File: config.mk
export PLATFORM = sky130hd
export DESIGN_NAME = key_debounce_multi
export DESIGN_NICKNAME = d
export VERILOG_FILES = /design/src/rtl/key_debounce_multi.sv
export SDC_FILE = /design/constraint.sdc
export NUM_CORES = 1
export LEC_CHECK = 0
export BUFFER_PORTS_ARGS = -buffer_cell sky130_fd_sc_hd__buf_2
export CAP_MARGIN = 15
export CORE_ASPECT_RATIO = 1.2
export CORE_MARGIN = 3
export CORE_UTILIZATION = 50
export DETAILED_ROUTE_END_ITERATION = 8
export GPL_TIMING_DRIVEN = 0
export HOLD_SLACK_MARGIN = 0.1
export PLACE_DENSITY = 0.72
export SETUP_SLACK_MARGIN = 0.1
export SLEW_MARGIN = 20
export SYNTH_ARGS = -nofsm -noshare
export SYNTH_HDL_FRONTEND = slang
export SYNTH_SLANG_ARGS = --single-unit
export TNS_END_PERCENT = 1
File: constraint.sdc
create_clock -name sys_clk -period 4.2 [get_ports sys_clk]
set_input_delay 0.84 -clock sys_clk [delete_from_list [all_inputs] [get_ports sys_clk]]
set_output_delay 0.84 -clock sys_clk [all_outputs]
set_load 0.02 [all_outputs]
File: src/rtl/key_debounce_multi.sv
// N-channel push-button debouncer: 2-flop sync, stability counter, press/release/long strobes.
// Optional auto-repeat strobes when KEY_REPEAT_EN is defined; otherwise key_repeat is tied low.
module key_debounce_multi #(
    parameter int NUM_KEYS          = 4,
    parameter int DEBOUNCE_CYCLES   = 1000000,
    parameter int LONG_PRESS_CYCLES = 50000000,
    parameter int REPEAT_CYCLES     = 10000000
) (
    input  logic                sys_clk,
    input  logic                sys_rst_n,
    input  logic [NUM_KEYS-1:0] key_in,
    output logic [NUM_KEYS-1:0] key_level,
    output logic [NUM_KEYS-1:0] key_press,
    output logic [NUM_KEYS-1:0] key_release,
    output logic [NUM_KEYS-1:0] key_long,
    output logic [NUM_KEYS-1:0] key_repeat,
    output logic                key_any
);
    localparam int DEB_W  = $clog2(DEBOUNCE_CYCLES);
    localparam int HOLD_W = $clog2(LONG_PRESS_CYCLES + 1);

    localparam logic [DEB_W-1:0]  DEB_LAST  = DEB_W'(DEBOUNCE_CYCLES - 1);
    localparam logic [HOLD_W-1:0] HOLD_FIRE = HOLD_W'(LONG_PRESS_CYCLES - 1);
    localparam logic [HOLD_W-1:0] HOLD_SAT  = HOLD_W'(LONG_PRESS_CYCLES);

    if (NUM_KEYS < 1 || DEBOUNCE_CYCLES < 2 || LONG_PRESS_CYCLES < 2 || REPEAT_CYCLES < 2)
    begin : g_bad_params
        $error("key_debounce_multi: parameter out of range");
    end

    logic [NUM_KEYS-1:0] sync1_q, sync1_d;
    logic [NUM_KEYS-1:0] sync2_q, sync2_d;
    logic [NUM_KEYS-1:0] level_q, level_d;
    logic [NUM_KEYS-1:0] press_q, press_d;
    logic [NUM_KEYS-1:0] release_q, release_d;
    logic [NUM_KEYS-1:0] long_q, long_d;
    logic                any_q, any_d;
    logic [DEB_W-1:0]    deb_q  [NUM_KEYS];
    logic [DEB_W-1:0]    deb_d  [NUM_KEYS];
    logic [HOLD_W-1:0]   hold_q [NUM_KEYS];
    logic [HOLD_W-1:0]   hold_d [NUM_KEYS];

    always_comb begin
        sync1_d   = key_in;
        sync2_d   = sync1_q;
        level_d   = level_q;
        press_d   = '0;
        release_d = '0;
        long_d    = '0;
        for (int i = 0; i < NUM_KEYS; i++) begin
            deb_d[i]  = '0;
            hold_d[i] = hold_q[i];
            if (sync2_q[i] != level_q[i]) begin
                if (deb_q[i] == DEB_LAST) begin
                    level_d[i]   = sync2_q[i];
                    press_d[i]   = ~sync2_q[i];
                    release_d[i] = sync2_q[i];
                end else begin
                    deb_d[i] = deb_q[i] + 1'b1;
                end
            end
            // Saturating at LONG_PRESS_CYCLES makes the long strobe one-shot per press.
            if (level_q[i]) begin
                hold_d[i] = '0;
            end else if (hold_q[i] != HOLD_SAT) begin
                hold_d[i] = hold_q[i] + 1'b1;
            end
            long_d[i] = ~level_q[i] && (hold_q[i] == HOLD_FIRE) && ~release_d[i];
        end
        any_d = |press_d;
    end

    always_ff @(posedge sys_clk or negedge sys_rst_n) begin
        if (!sys_rst_n) begin
            sync1_q   <= '1;
            sync2_q   <= '1;
            level_q   <= '1;
            press_q   <= '0;
            release_q <= '0;
            long_q    <= '0;
            any_q     <= 1'b0;
            for (int i = 0; i < NUM_KEYS; i++) begin
                deb_q[i]  <= '0;
                hold_q[i] <= '0;
            end
        end else begin
            sync1_q   <= sync1_d;
            sync2_q   <= sync2_d;
            level_q   <= level_d;
            press_q   <= press_d;
            release_q <= release_d;
            long_q    <= long_d;
            any_q     <= any_d;
            for (int i = 0; i < NUM_KEYS; i++) begin
                deb_q[i]  <= deb_d[i];
                hold_q[i] <= hold_d[i];
            end
        end
    end

`ifdef KEY_REPEAT_EN
    localparam int                REP_W    = $clog2(REPEAT_CYCLES);
    localparam logic [REP_W-1:0]  REP_LAST = REP_W'(REPEAT_CYCLES - 1);

    logic [NUM_KEYS-1:0] repeat_q, repeat_d;
    logic [REP_W-1:0]    rep_q [NUM_KEYS];
    logic [REP_W-1:0]    rep_d [NUM_KEYS];

    // Counting starts once hold_cnt has saturated, i.e. the cycle key_long is visible.
    always_comb begin
        repeat_d = '0;
        for (int i = 0; i < NUM_KEYS; i++) begin
            rep_d[i] = rep_q[i];
            if (level_q[i] || release_d[i] || long_d[i]) begin
                rep_d[i] = '0;
            end else if (hold_q[i] == HOLD_SAT) begin
                if (rep_q[i] == REP_LAST) begin
                    rep_d[i]    = '0;
                    repeat_d[i] = 1'b1;
                end else begin
                    rep_d[i] = rep_q[i] + 1'b1;
                end
            end
        end
    end

    always_ff @(posedge sys_clk or negedge sys_rst_n) begin
        if (!sys_rst_n) begin
            repeat_q <= '0;
            for (int i = 0; i < NUM_KEYS; i++) begin
                rep_q[i] <= '0;
            end
        end else begin
            repeat_q <= repeat_d;
            for (int i = 0; i < NUM_KEYS; i++) begin
                rep_q[i] <= rep_d[i];
            end
        end
    end

    assign key_repeat = repeat_q;
`else
    assign key_repeat = '0;
`endif

    assign key_level   = level_q;
    assign key_press   = press_q;
    assign key_release = release_q;
    assign key_long    = long_q;
    assign key_any     = any_q;

endmodule
==> metrics.yaml <==
clock_network:
  cts_setup_buffers: 0
  clk_latency_ns: 0.51
  numCtsBuffers: 23
  hold_buffers: 0
  root_buffer: "clkbuf_16"
  cts-htree-levels: 1
  numClockSinks: 209
  path_clk_slew_ns: 0.06
  cts_buffer_depth: 3
  cts_tree: "done"
  cts-resized-gates: 0
global_route:
  use_met1_pct: 26.7
  grt_pass1_vias: 8405
  gr-usage-met3_pct: 2.13
  grt_pass1_wl_mm: 39.4
  grt_use_met2_pct: 32.3
  top_usage_layer: "met2"
  grt_use_total_pct: 19.3
  overflow: 0
  grt_max_degree: 84
  antenna_found_initial: 0
layout:
  fillCellCount: 1832
  area_growth_pct: 12.5
  final_cell_mix: "197 x dfrtp_1, 122 x nor2_1, 76 x a21oi_1, 66 x nand3_1"
  multi_input_area_sq_um: 5150
  instances_no_fill: 1450
  final_common_cell: "dfrtp_1"
  drive_above_1_share_pct: 10.2
  fin_nets: 1181
  insertedDiodeCount: 0
  sequential_cell_area_sq_um: 5250
synthesis:
  ys_async_sr_fraction_pct: 100
  syn_area_per_cell_sq_um: 9.68
  synth_largest_area_cell: "dfrtp_1"
  netlist_area_sq_um: 10800
  yosysWarnings: 0
  synth_xor_area_share_pct: 7.49
  synth_fa_ha_area_share_pct: 1.40
  ys_ff_latch: 209
  yosys.area_share.simple_pct: 28.1
  synthMuxAreaShare_pct: 0.977
  synthFlopType: "dfrtp_1"
  synth_edf_count: 0
  yosysTopAreaCellShare_pct: 45.8
  synth_compound_area_share_pct: 9.70
  synth_top_family_by_area: "simple AND/OR/NAND/NOR gates"
  yosysSeqAreaShare_pct: 48.8
  synth_area_leaders: "dfrtp_1 46%, nor2_1 4.3%, xor2_1 4.2%"
  synth_cell_types: 58
  netlist_instances: 1111
setup_path:
  r2r_setup_slack_ns: 1.84
  required_ns: 4.54
  crit_arrival_ns: 2.70
  cp-start-kind: "flop"
  cp-end-kind: "flop"
  critPathKind: "flop to flop"
  cp_max_fo: 9
sta:
  setup_viol: 0
  hold_viol_final: 0
  finClkSkew_ns: 0.0166
  rsz0062_at_grt: "false"
  timing.fmax_mhz: 423
  setup_tns_ns: 0
  worst_pin_slew_ns: 0.719
  finalMaxSlewViolations: 0
  period_needed_ns: 2.36
  fin_crit_sh_pct: 56.2
  relSlewSlack_pct: 51.4
min_path:
  hold_path_class: "primary input to async pin"
detailed_routing:
  post_drt_wl_per_cell_microns: 15.4
  vias_per_cell: 5.90
  ant_nets: 0
  vias: 8562
  route.detailed.drc: 0
  drt_wl_total_mm: 22.3
  drt-initial-drc-count: 445
  firstDrtPassIters: 5
power:
  ir_drop_mv: 0.277
  p_leak_nw: 4.91
  total_power_w: 0.00430
  power_density_nw_per_um2: 355
die:
  die_area_sq_um: 23300
  die_w_microns: 140
  core_area_sq_um: 21000
  start_util_pct: 51.1
  die_h_microns: 167
  core.rowCount: 58
  io_pins: 27
placed_design:
  placed_cells: 1408
  port_buffers: 22
  gp_congestion: 0.810
  dp_hpwl_mm: 15.1
job:
  max-cap-violations: 0
status:
  status: "finished clean"
[layer usage]
layer	share of wire, %	vias up
li1	-	4177
met5	0	-
met2	49	138
met4	1.9	0
met3	3.3	33
met1	45	4214
[registers in the layout, summed over array words and instances, names as in the netlist]
register,cells
deb_q,80
hold_q,104
key_any,1
key_level,4
key_long,4
key_press,4
key_release,4
sync1_q,4
sync2_q,4
[path summary, 6_finish.rpt]
kind                                   startpoint                     to  cells after the start
setup / recovery           hold_q[65]$_DFFE_PN0P_  key_long[1]$_DFF_PN0_                      4
hold / removal                          sys_rst_n  hold_q[5]$_DFFE_PN0P_                      1
setup reg to reg           hold_q[65]$_DFFE_PN0P_  key_long[1]$_DFF_PN0_                      4
hold reg to reg              sync1_q[1]$_DFF_PN1_   sync2_q[1]$_DFF_PN1_                      0
max in group asynchronous               sys_rst_n   sync2_q[1]$_DFF_PN1_                      2
min in group sys_clk         sync1_q[1]$_DFF_PN1_   sync2_q[1]$_DFF_PN1_                      0
[kinds of logic (layout without fill, tap and decap cells)]
| family | Yosys count | count (layout) |
|---|---|---|
| DFF | 209 | 209 |
| other | 1 | 4 |
| adders and majority gates | 12 | 12 |
| AOI/OAI and AO/OA | 165 | 165 |
| and+or+nand+nor | 536 | 536 |
| buffers and inverters | 87 | 153 |
| xor gates and xnor gates | 92 | 92 |
| muxes | 9 | 9 |
[worst max-delay path, stage by stage, from the launching register on]
cell	delay [ns]
dfrtp_1	0.41
nand4_1	0.32
nor4b_1	0.68
nand4_1	0.17
a2111oi_0	0.62
[per-stage QoR]
| stage | hold slack (ns) | util (%) | setup slack [ns] | area, sq um |
|---|---|---|---|---|
| after global routing | 0.298 | 57.5 | 1.69 | 12100 |
| after CTS | 0.272 | 57.5 | 1.96 | 12100 |
| after floorplan | 0.345 | - | 2.36 | 10800 |
| after detailed placement | 0.348 | 53.6 | 2.02 | 11300 |
| after global placement | 0.349 | 53.3 | -1.28 | 11200 |
| final | 0.266 | 57.5 | 1.84 | 12100 |
[where the power goes]
group / total, W / internal (W) / switching, W
Clock: 0.00216 / 0.00134 / 0.000819
Combinational: 0.0000919 / 0.0000263 / 0.0000657
Sequential: 0.00204 / 0.00203 / 0.0000138
[synthesized netlist by cell type, drive strengths merged (6+ instances only)]
cell type    n
a21oi       76
and2        11
and3        24
and4        25
buf         21
clkbuf      29
dfrtp      197
dfstp       12
ha          12
inv         37
mux2         9
nand2       60
nand2b       9
nand3       67
nand4       61
nand4b       6
nor2       122
nor2b       11
nor3        22
nor4        21
nor4b       16
o21ai       24
o31ai       44
o41ai        6
or3         27
or4         42
or4b         6
xnor2       40
xor2        52
[cell type report]
class,count,share of cell area [%]
Buffer,50,1.95
Clock inverter,12,1.40
Inverter,37,1.15
Sequential cell,209,43.3
Multi-Input combinational cell,818,42.5
Clock buffer,30,5.39
Timing Repair Buffer,24,1.45
Tap cell,270,2.79
(Power assumes the default switching activity.)
